File: src/rtl/mult_seq_unit_if.sv
// Request/result bundle between the execute-stage control and the sequential multiplier.
// The master drives operands and start; the slave returns status and product.
interface mult_seq_unit_if #(
  parameter int unsigned WIDTH = 32
);
  logic             start;
  logic             is_signed;
  logic [WIDTH-1:0] a;
  logic [WIDTH-1:0] b;
  logic             busy;
  logic             done;
  logic [WIDTH-1:0] hi;
  logic [WIDTH-1:0] lo;

  modport master (
    output start, is_signed, a, b,
    input  busy, done, hi, lo
  );

  modport slave (
    input  start, is_signed, a, b,
    output busy, done, hi, lo
  );
endinterface

File: src/rtl/mult_seq_unit.sv
// Iterative shift-and-add multiplier: sign-magnitude operands, WIDTH add/shift steps,
// then a sign-fix cycle that publishes the 2*WIDTH-bit product on hi/lo.
module mult_seq_unit #(
  parameter int unsigned WIDTH = 32
) (
  input  logic           clk,
  input  logic           rst,
  mult_seq_unit_if.slave mul
);

  localparam int unsigned CW = (WIDTH > 1) ? $clog2(WIDTH) : 1;
  localparam int unsigned PW = 2 * WIDTH;

  typedef enum logic [1:0] {
    S_IDLE = 2'd0,
    S_RUN  = 2'd1,
    S_FIX  = 2'd2
  } state_e;

  state_e            state_q, state_d;
  logic              neg_q, neg_d;
  logic [WIDTH-1:0]  mcand_q, mcand_d;
  logic [WIDTH-1:0]  mplier_q, mplier_d;
  logic [PW-1:0]     acc_q, acc_d;
  logic [CW-1:0]     cnt_q, cnt_d;
  logic              busy_q, busy_d;
  logic              done_q, done_d;
  logic [WIDTH-1:0]  hi_q, hi_d;
  logic [WIDTH-1:0]  lo_q, lo_d;

  logic [WIDTH:0]    upper_c;
  logic [PW-1:0]     prod_c;

  // Magnitude of a two's-complement value when signed mode applies; raw value otherwise.
  function automatic logic [WIDTH-1:0] magnitude(input logic [WIDTH-1:0] v, input logic sgn);
    return (sgn & v[WIDTH-1]) ? (~v + WIDTH'(1)) : v;
  endfunction

  // State register
  always_ff @(posedge clk or posedge rst) begin
    if (rst) begin
      state_q <= S_IDLE;
    end else begin
      state_q <= state_d;
    end
  end

  // Next-state logic
  always_comb begin
    state_d = state_q;
    unique case (state_q)
      S_IDLE: if (mul.start) state_d = S_RUN;
      S_RUN:  if (cnt_q == CW'(WIDTH - 1)) state_d = S_FIX;
      S_FIX:  state_d = S_IDLE;
      default: state_d = S_IDLE;
    endcase
  end

  // Datapath and output next values
  always_comb begin
    neg_d    = neg_q;
    mcand_d  = mcand_q;
    mplier_d = mplier_q;
    acc_d    = acc_q;
    cnt_d    = cnt_q;
    hi_d     = hi_q;
    lo_d     = lo_q;
    done_d   = 1'b0;
    busy_d   = (state_d != S_IDLE);
    upper_c  = {1'b0, acc_q[PW-1:WIDTH]};
    prod_c   = neg_q ? (~acc_q + PW'(1)) : acc_q;

    unique case (state_q)
      S_IDLE: begin
        if (mul.start) begin
          neg_d    = mul.is_signed & (mul.a[WIDTH-1] ^ mul.b[WIDTH-1]);
          mcand_d  = magnitude(mul.a, mul.is_signed);
          mplier_d = magnitude(mul.b, mul.is_signed);
          acc_d    = '0;
          cnt_d    = '0;
        end
      end
      S_RUN: begin
        // Carry out of the add lands in the accumulator MSB after the shift.
        if (mplier_q[0]) upper_c = {1'b0, acc_q[PW-1:WIDTH]} + {1'b0, mcand_q};
        acc_d    = {upper_c, acc_q[WIDTH-1:1]};
        mplier_d = mplier_q >> 1;
        cnt_d    = cnt_q + CW'(1);
      end
      S_FIX: begin
        hi_d   = prod_c[PW-1:WIDTH];
        lo_d   = prod_c[WIDTH-1:0];
        done_d = 1'b1;
      end
      default: ;
    endcase
  end

  // Datapath and output registers
  always_ff @(posedge clk or posedge rst) begin
    if (rst) begin
      neg_q    <= 1'b0;
      mcand_q  <= '0;
      mplier_q <= '0;
      acc_q    <= '0;
      cnt_q    <= '0;
      busy_q   <= 1'b0;
      done_q   <= 1'b0;
      hi_q     <= '0;
      lo_q     <= '0;
    end else begin
      neg_q    <= neg_d;
      mcand_q  <= mcand_d;
      mplier_q <= mplier_d;
      acc_q    <= acc_d;
      cnt_q    <= cnt_d;
      busy_q   <= busy_d;
      done_q   <= done_d;
      hi_q     <= hi_d;
      lo_q     <= lo_d;
    end
  end

  assign mul.busy = busy_q;
  assign mul.done = done_q;
  assign mul.hi   = hi_q;
  assign mul.lo   = lo_q;

endmodule

File: src/flat_wrapper.sv
// flat-port wrapper written by rule: the top's interface ports become plain ports
module mult_seq_unit_flat 
#(
  parameter int unsigned WIDTH = 32
)
  (clk, rst, mul_start, mul_is_signed, mul_a, mul_b, mul_busy, mul_done, mul_hi, mul_lo);
  mult_seq_unit_if #(.WIDTH(WIDTH)) mul_i ();
  input  logic clk;
  input  logic rst;
  input wire logic [$bits(mul_i.start)-1:0] mul_start;
  input wire logic [$bits(mul_i.is_signed)-1:0] mul_is_signed;
  input wire logic [$bits(mul_i.a)-1:0] mul_a;
  input wire logic [$bits(mul_i.b)-1:0] mul_b;
  output wire logic [$bits(mul_i.busy)-1:0] mul_busy;
  output wire logic [$bits(mul_i.done)-1:0] mul_done;
  output wire logic [$bits(mul_i.hi)-1:0] mul_hi;
  output wire logic [$bits(mul_i.lo)-1:0] mul_lo;
  assign mul_i.start = mul_start;
  assign mul_i.is_signed = mul_is_signed;
  assign mul_i.a = mul_a;
  assign mul_i.b = mul_b;
  assign mul_busy = mul_i.busy;
  assign mul_done = mul_i.done;
  assign mul_hi = mul_i.hi;
  assign mul_lo = mul_i.lo;
  mult_seq_unit #(.WIDTH(WIDTH)) u_core (.clk(clk), .rst(rst), .mul(mul_i));
endmodule
File: config.mk
export PLATFORM = sky130hd
export DESIGN_NAME = mult_seq_unit_flat
export DESIGN_NICKNAME = d
export VERILOG_FILES = /design/src/rtl/mult_seq_unit_if.sv /design/src/rtl/mult_seq_unit.sv /design/src/flat_wrapper.sv
export SDC_FILE = /design/constraint.sdc
export NUM_CORES = 1
export LEC_CHECK = 0
export CAP_MARGIN = 20
export CORE_MARGIN = 4
export CORE_UTILIZATION = 40
export DETAILED_ROUTE_END_ITERATION = 10
export GPL_TIMING_DRIVEN = 0
export PLACE_DENSITY_LB_ADDON = 0.05
export SETUP_SLACK_MARGIN = 0.1
export SLEW_MARGIN = 20
export SYNTH_ARGS = -nofsm -noshare
export SYNTH_HDL_FRONTEND = slang
export SYNTH_SLANG_ARGS = --single-unit
export TNS_END_PERCENT = 100
File: constraint.sdc
create_clock -name clk -period 8.7 [get_ports clk]
set_input_delay 1.305 -clock clk [delete_from_list [all_inputs] [get_ports clk]]
set_output_delay 1.305 -clock clk [all_outputs]
set_load 0.1 [all_outputs]
* Word-level counts from Yosys, hierarchy flattened
Index checks and enable logic that the tools add are counted.
** Operators by class
- Multiplexer cells :: 14
- Reductions and logical operators :: 5
- Shifts and indexed selects :: 0
- Divide/modulo/power cells :: 0
- Add/subtract/negate cells :: 5
- Order comparisons :: 0
- Bitwise operators :: 7
- $mul :: 0
- Equal/unequal tests :: 4
** Operator list (count)
- $mux 64 :: 2
- $pmux 64 s2 :: 1
- $mux 32 :: 3
- $add 32x1->32 const B :: 2
- $add 64x1->64 const B :: 1
- $not 32->32 :: 2
- $not 64->64 :: 1
- $pmux 32 s2 :: 1
- $add 32x32->33 :: 1
- $mux 33 :: 1
- $pmux 5 s2 :: 1
- $add 5x1->5 const B :: 1
- $eq 5x5->1 const B :: 1
- $mux 5 :: 1
- $mux 2 :: 2
- $pmux 2 s2 :: 1
- $reduce_and 2->1 :: 2
- $reduce_bool 2->1 :: 2
- $and 1x1->1 :: 3
- $eq 2x1->1 const B :: 1
- $eq 2x2->1 const B :: 1
- $logic_not 2->1 :: 1
- $ne 2x2->1 const B :: 1
- $mux 1 :: 1
- $xor 1x1->1 :: 1
** Storage, ports and cells
- Memory bits (read-only) :: 0
- Latch bits :: 0
- Input bits :: 68
- RAM bits :: 0
- Word-level logic and storage cells :: 45
- Output and inout port bits :: 66
- Memories :: 0
- Register bits :: 202

* Logic depth before layout (Yosys ltp)
Gate-level depths: netlist of run 1.
- Depth after elaboration :: 5
- Depth in mapped cells :: 11
- Depth with buffers taken out :: 11

* Worst setup path before layout of run 1
No wires, ideal clock.
- Path kind :: in2reg
- From :: input mul_a[0]
- To :: register u_core.mcand_q[19]
- Data required time :: 8571 ps
- Data arrival time :: 3130 ps
- Stages on the path :: 7
- Slack :: 5441 ps
- Path buffers :: 0
- Path through :: or3_1 or4_1 nand2b_1 nand2b_1 o41ai_1 xor2_1 o21ai_1
** Between the ends
- Word-level cells in the longest chain between the ends :: 3
** RTL lines
- from (decl) :: RTL line flat_wrapper.sv:12 : input wire logic [$bits(mul_i.a)-1:0] mul_a;
- $not 32->32 :: RTL line mult_seq_unit.sv:36 : return (sgn & v[WIDTH-1]) ? (~v + WIDTH'(1)) : v;
- $add 32x1->32 :: RTL line mult_seq_unit.sv:36
- $mux 32 :: RTL line mult_seq_unit.sv:36
- to (signal assigned) :: RTL line mult_seq_unit.sv:113 : mcand_q <= mcand_d;
- to (decl) :: RTL line mult_seq_unit.sv:22 : logic [WIDTH-1:0] mcand_q, mcand_d;
Every way passes these cells.
A chain may end at the register's enable or synchronous reset.

* Worst setup path in the final report of run 1
- From :: input mul_a[14]
- To :: register u_core.mcand_q[30]
Same word-level chain as after synthesis.

==> results of run 1 <==
==> critical path, cell delays in order <==
cell	delay, ps
clkdlybuf4s50_1	500
or3_1	450
nor4_1	530
nand4_1	360
nor4_2	480
nand2_1	140
o41ai_1	350
xor2_1	230
o21ai_1	80
==> placed cells by master, fill, tap and decap left out, types with 5 or more instances in the layout <==
master and count:
a22oi_1 44, inv_1 20, a22o_1 31, nor3_1 12
dfrtp_1 202, a211oi_1 5, or3_1 13, clkbuf_8 5
clkinv_2 7, clkdlybuf4s50_1 133, mux2i_1 14, ha_1 37
o21ai_0 195, nor2_1 54, nand2_1 166, nor2b_1 8
or4_1 13, and3_1 6, o31ai_1 31, a31oi_1 6
clkbuf_16 24, o21ai_1 10, xnor2_1 50, o41ai_1 18
nor4_1 9, a21oi_1 57, o211ai_1 8, nand3_1 13
a21o_1 9, clkbuf_1 71, xor2_1 97, o22ai_1 6
nand2b_1 7, nand4_1 11, o21a_1 8, and2_1 7
==> cell type report <==
class                           instances  area, sq um
Buffer                                 75        289.0
Clock buffer                           30        673.1
Clock inverter                         14        187.7
Fill cell                            2818        14410
Inverter                               21        86.33
Multi-Input combinational cell        998         6447
Sequential cell                       202         5055
Tap cell                              384        480.5
Timing Repair Buffer                  135         1386
==> cells by family (layout without fill, tap and decap cells) <==
group / Yosys count / after routing / synth area share [%]
buffers and inverters: 96 / 275 / 3.099
and+or+nand+nor: 347 / 347 / 14.35
xor gates and xnor gates: 148 / 148 / 10.98
AOI/OAI and AO/OA: 451 / 451 / 23.74
muxes: 14 / 14 / 1.181
adders and majority gates: 38 / 38 / 4.069
DFF: 202 / 202 / 42.58
==> cell usage after synthesis (4+ instances only) <==
| cell type | n | area share, % |
|---|---|---|
| a211oi_1 | 5 | 0.32 |
| a21o_1 | 9 | 0.57 |
| a21oi_1 | 57 | 2.4 |
| a22o_1 | 31 | 2.3 |
| a22oi_1 | 44 | 2.8 |
| a31oi_1 | 6 | 0.32 |
| and2_1 | 7 | 0.37 |
| and3_1 | 6 | 0.32 |
| buf_1 | 4 | 0.13 |
| clkbuf_1 | 70 | 2.2 |
| dfrtp_1 | 202 | 43 |
| ha_1 | 37 | 3.9 |
| inv_1 | 21 | 0.66 |
| mux2i_1 | 14 | 1.2 |
| nand2_1 | 166 | 5.2 |
| nand2b_1 | 7 | 0.37 |
| nand3_1 | 13 | 0.55 |
| nand4_1 | 11 | 0.58 |
| nor2_1 | 54 | 1.7 |
| nor2b_1 | 8 | 0.42 |
| nor3_1 | 12 | 0.51 |
| nor4_1 | 9 | 0.47 |
| o211ai_1 | 8 | 0.51 |
| o21a_1 | 8 | 0.51 |
| o21ai_0 | 195 | 8.2 |
| o21ai_1 | 10 | 0.42 |
| o22ai_1 | 6 | 0.32 |
| o31ai_1 | 31 | 2.0 |
| o41ai_1 | 18 | 1.3 |
| or2_2 | 4 | 0.21 |
| or3_1 | 13 | 0.69 |
| or4_1 | 13 | 0.82 |
| xnor2_1 | 50 | 3.7 |
| xor2_1 | 97 | 7.2 |
==> per-layer routing <==
layer | vias up | global-route usage, %
met5 | - | 0
met4 | 0 | 3.479
met3 | 26 | 2.987
met2 | 268 | 30.38
met1 | 4910 | 29.67
li1 | 5043 | -
==> final timing paths <==
path,slack (ps),end
max in group asynchronous,6430,u_core.acc_q[61]
min in group asynchronous,1180,u_core.mul.lo[26]
worst min-delay path,470,u_core.mul.hi[19]
worst max-delay path,4680,u_core.mcand_q[30]
worst max register to register,5530,u_core.acc_q[62]
worst min register to register,470,u_core.mul.hi[19]
==> where the power goes <==
part           internal (mW)  switching (mW)  total [mW]
Sequential              1.24           0.369        1.61
Clock                  0.668           0.411        1.08
Combinational          0.880            1.34        2.22
==> per-stage QoR <==
step / hold WS [ps] / power [mW] / setup slack (ps) / utilization, % / TNS (ps)
6_report: 473.4 / 4.910 / 4677 / 50.34 / 0
5_1_grt: 493.8 / 5.291 / 4576 / 50.34 / 0
4_1_cts: 482.1 / 4.942 / 4751 / 50.34 / 0
3_5_place_dp: 469.2 / 3.846 / 4286 / 47.37 / 0
3_3_place_gp: 462.8 / 3.813 / -947.3 / 47.16 / -188030
2_1_floorplan: 448.9 / 3.204 / 1884 / - / 0
==> sequential cells by signal, summed over array words and instances (netlist names) <==
signal and cells:
u_core.state_q 2, u_core.mplier_q 32, u_core.mul.busy 1, u_core.neg_q 1
u_core.mul.done 1, u_core.cnt_q 5, u_core.mul.hi 32, u_core.acc_q 64
u_core.mcand_q 32, u_core.mul.lo 32
==> impl_metrics.py, run 1 <==
metrics = {
    "route": {
        "met1_length_mm": 16.45,
        "route.vias.total": 10250,
        "wl_met2_mm": 14.56,
        "via_per_inst": 5.512,
        "met3_length_mm": 1.649,
        "drt-initial-drc-count": 610,
        "first_pass_iters": 5,
        "wl_per_cell_um": 17.75,
        "drt_wl_total_mm": 32.99,
        "route.antenna.remaining_nets": 0,
        "routed.top_layer": "met4",
        "drc_errors": 0,
    },
    "timing": {
        "slew_violations": 0,
        "fin_crit_sh_pct": 46.24,
        "timing.slew.headroom_pct": 34.25,
        "worst_slew_pin_slew_ps": 983.2,
        "hold_viol_final": 0,
        "max_freq_mhz": 248.6,
        "rsz0062_at_grt": "false",
        "final-setup-viol-count": 0,
        "clock-skew-final_ps": 10.53,
        "fin_crit_ps": 4023,
    },
    "logic_synthesis": {
        "ys.flop_type": "dfrtp_1",
        "netlist_instances": 1296,
        "yosysSeqAreaShare_pct": 42.58,
        "ys_types": 66,
        "syn_nets": 1402,
        "yosys_warnings": 0,
        "synth_seq_cells": 202,
        "syn_area_sq_um": 11870,
        "synth.avg_cell_area_sq_um": 9.159,
        "synth-edff-count": 0,
        "ys_async_sr_fraction_pct": 100.0,
    },
    "pwr": {
        "ir_drop_uv": 151.5,
        "power.density_nw_per_um2": 336.2,
        "power_leakage_nw": 6.027,
    },
    "clocking": {
        "root_buffer": "clkbuf_16",
        "cts_tree": "yes",
        "max-clock-path-buffers": 3,
        "cts_inserted_buffers": 24,
        "clkSlewWorstSetupHoldPaths_ps": 60,
        "insertion_delay_ps": 520,
        "cts_max_level": 1,
        "cts_sinks": 202,
        "cts_hold_buf": 0,
        "ctsResizeCount": 0,
        "cts_post_setup_buffers_inserted": 0,
    },
    "worst_setup_path": {
        "startpoint_type": "input port",
        "worstSetupPathType": "in2reg",
        "cp_max_fo": 4,
        "arrival_ps": 4410,
        "crit_start": "mul_a[14]",
        "reg2reg_depth": 9,
        "r2r_start": "u_core.acc_q[35]",
        "required_ps": 9090,
        "endpoint_kind": "flip-flop",
    },
    "cells_and_area": {
        "final_nets": 1563,
        "diodes": 0,
        "synthToLayoutAreaGrowth_pct": 23.04,
        "design_area_sq_um": 14610,
        "drive_gt1_share_pct": 4.814,
        "final_cells": 1859,
    },
    "hold_path": {
        "hold_start": "u_core.mul.hi[19]",
        "worstHoldPathType": "reg2reg",
        "holdPathStages": 2,
    },
    "grt": {
        "grt_max_degree": 84,
        "grt.total_usage_pct": 19.65,
        "grt_pass1_vias": 9873,
        "grt_pass1_wl_mm": 53.54,
        "overflow": 0,
        "grt_antenna_before_repair": 0,
    },
    "run": {
        "drv_cap": 0,
    },
    "floorplan": {
        "rows": 62,
        "core_sq_um": 29010,
        "fp.dieH_um": 180.3,
        "start_util_pct": 40.91,
        "fp.dieW_um": 180.3,
        "io_pins": 134,
        "dieArea_sq_um": 32500,
    },
    "placement": {
        "hpwl_mm": 25.01,
        "dpl-instance-area_sq_um": 13740,
        "post-place-cells": 1815,
        "routabilityCongestion": 0.8574,
        "io_buffers": 133,
    },
    "status": {
        "status": "completed",
    },
}
No activity file was read; power rests on OpenSTA's default activity.
==> run 2, diff against run 1 <==
- clock period: 8.7 -> 3.7 ns (I/O delays scaled with it)
==> impl_metrics.py, run 2 (same netlist as run 1, synthesis figures left out) <==
metrics = {
    "route": {
        "wl_per_cell_um": 17.70,
        "route.antenna.remaining_nets": 0,
        "route.vias.total": 10180,
        "via_per_inst": 5.468,
        "drt-initial-drc-count": 650,
        "first_pass_iters": 4,
        "drc_errors": 0,
        "drt_wl_total_mm": 32.95,
    },
    "floorplan": {
        "fp.dieW_um": 180.3,
        "start_util_pct": 40.91,
        "dieArea_sq_um": 32500,
        "core_sq_um": 29010,
        "io_pins": 134,
        "fp.dieH_um": 180.3,
        "rows": 62,
    },
    "cells_and_area": {
        "multi_input_area_sq_um": 6447,
        "seq_area_sq_um": 5055,
        "final_nets": 1568,
        "regMostFlops": "u_core.acc_q",
        "final_cells": 1862,
        "drive_gt1_share_pct": 4.601,
        "largest_reg_flops": 64,
        "nFillCells": 2796,
        "final_common_cell": "dfrtp_1",
        "final_util_pct": 50.36,
        "synthToLayoutAreaGrowth_pct": 23.08,
        "final_cell_mix": "202 x dfrtp_1, 195 x o21ai_0, 166 x nand2_1",
        "diodes": 0,
    },
    "clocking": {
        "cts_tree": "yes",
        "ctsResizeCount": 0,
        "root_buffer": "clkbuf_16",
        "cts_hold_buf": 0,
        "clkSlewWorstSetupHoldPaths_ps": 60,
        "cts_sinks": 202,
        "cts_post_setup_buffers_inserted": 0,
        "cts_max_level": 1,
        "insertion_delay_ps": 530,
        "max-clock-path-buffers": 3,
        "cts_inserted_buffers": 24,
    },
    "timing": {
        "hold_ws_ps": 401.2,
        "hold_viol_final": 0,
        "rsz0062_at_grt": "false",
        "fin_crit_sh_pct": 86.55,
        "max_freq_mhz": 312.3,
        "clock-skew-final_ps": 13.10,
        "final-setup-viol-count": 0,
        "slew_violations": 0,
        "timing.slew.headroom_pct": 34.12,
        "final.setup.tns_ps": 0,
        "worst_slew_pin_slew_ps": 985.2,
        "fin_crit_ps": 3202,
    },
    "grt": {
        "grt_pass1_vias": 10050,
        "grt.total_usage_pct": 19.80,
        "grt_antenna_before_repair": 1,
        "grt_max_degree": 34,
        "grt_pass1_wl_mm": 54.23,
        "overflow": 0,
    },
    "worst_setup_path": {
        "arrival_ps": 3590,
        "startpoint_type": "flip-flop",
        "r2r_start": "u_core.acc_q[24]",
        "cp_num_buf_inv": 0,
        "endpoint_kind": "flip-flop",
        "critPathTopFamily": "simple AND/OR/NAND/NOR gates",
        "cp_max_fo": 5,
        "path_cells": "or3_1, nor4_2, nand4_1, or3_4, o31ai_1, xor2_1, o21ai_0",
        "regToRegSetupSlack_ps": 500,
        "cp_slowest_cell": "nor4_2",
        "worstSetupPathType": "reg2reg",
        "slowest_delay_ps": 600,
        "required_ps": 4090,
        "crit_start": "u_core.acc_q[24]",
    },
    "placement": {
        "hpwl_mm": 25.26,
        "routabilityCongestion": 0.8668,
        "post-place-cells": 1820,
        "io_buffers": 133,
    },
    "pwr": {
        "power.density_nw_per_um2": 774.3,
        "ir_drop_uv": 416.2,
        "power_leakage_nw": 6.018,
    },
    "run": {
        "drv_cap": 0,
    },
    "hold_path": {
        "worstHoldPathType": "in2async",
    },
    "status": {
        "status": "completed",
    },
}
-- run 2: path summary, 6_finish.rpt --
kind                                       end  cells past startpoint
setup reg to reg             u_core.mul.hi[31]                      7
hold reg to reg              u_core.mul.lo[17]                      2
setup / recovery             u_core.mul.hi[31]                      7
hold / removal             u_core.mplier_q[10]                      2
max in group asynchronous    u_core.mul.hi[20]                      5
min in group clk             u_core.mul.lo[17]                      2
-- run 2: through the flow --
stage	area (sq um)	total power, mW	setup WS [ps]
floorplan	11870	7.533	528.7
global placement	13690	8.972	-1164
detailed placement	13830	9.042	83.98
CTS	14610	11.37	465.3
global route	14610	12.21	151.7
finish	14610	11.31	497.7
-- run 2: power by group --
part | leakage [nW] | internal (mW) | switching, mW
clock | 0.381 | 1.36 | 0.935
sequential | 2.65 | 2.91 | 0.872
combinational | 2.99 | 2.08 | 3.15
-- run 2: per-layer routing --
layer | global-route usage (%) | up-vias | wire [um]
li1 | - | 5058 | -
met1 | 29.92 | 4834 | 16580
met2 | 30.29 | 246 | 14110
met3 | 2.987 | 43 | 1698
met4 | 4.174 | 0 | 564
met5 | 0 | - | 0
-- run 2: area by class of cell --
class                           instances  share of cell area [%]
Multi-Input combinational cell        998                   44.13
Sequential cell                       202                   34.60
Timing Repair Buffer                  140                   10.12
Clock buffer                           39                   5.044
Tap cell                              384                   3.289
Buffer                                 75                   1.978
Inverter                               21                  0.5652
Clock inverter                          3                  0.2740
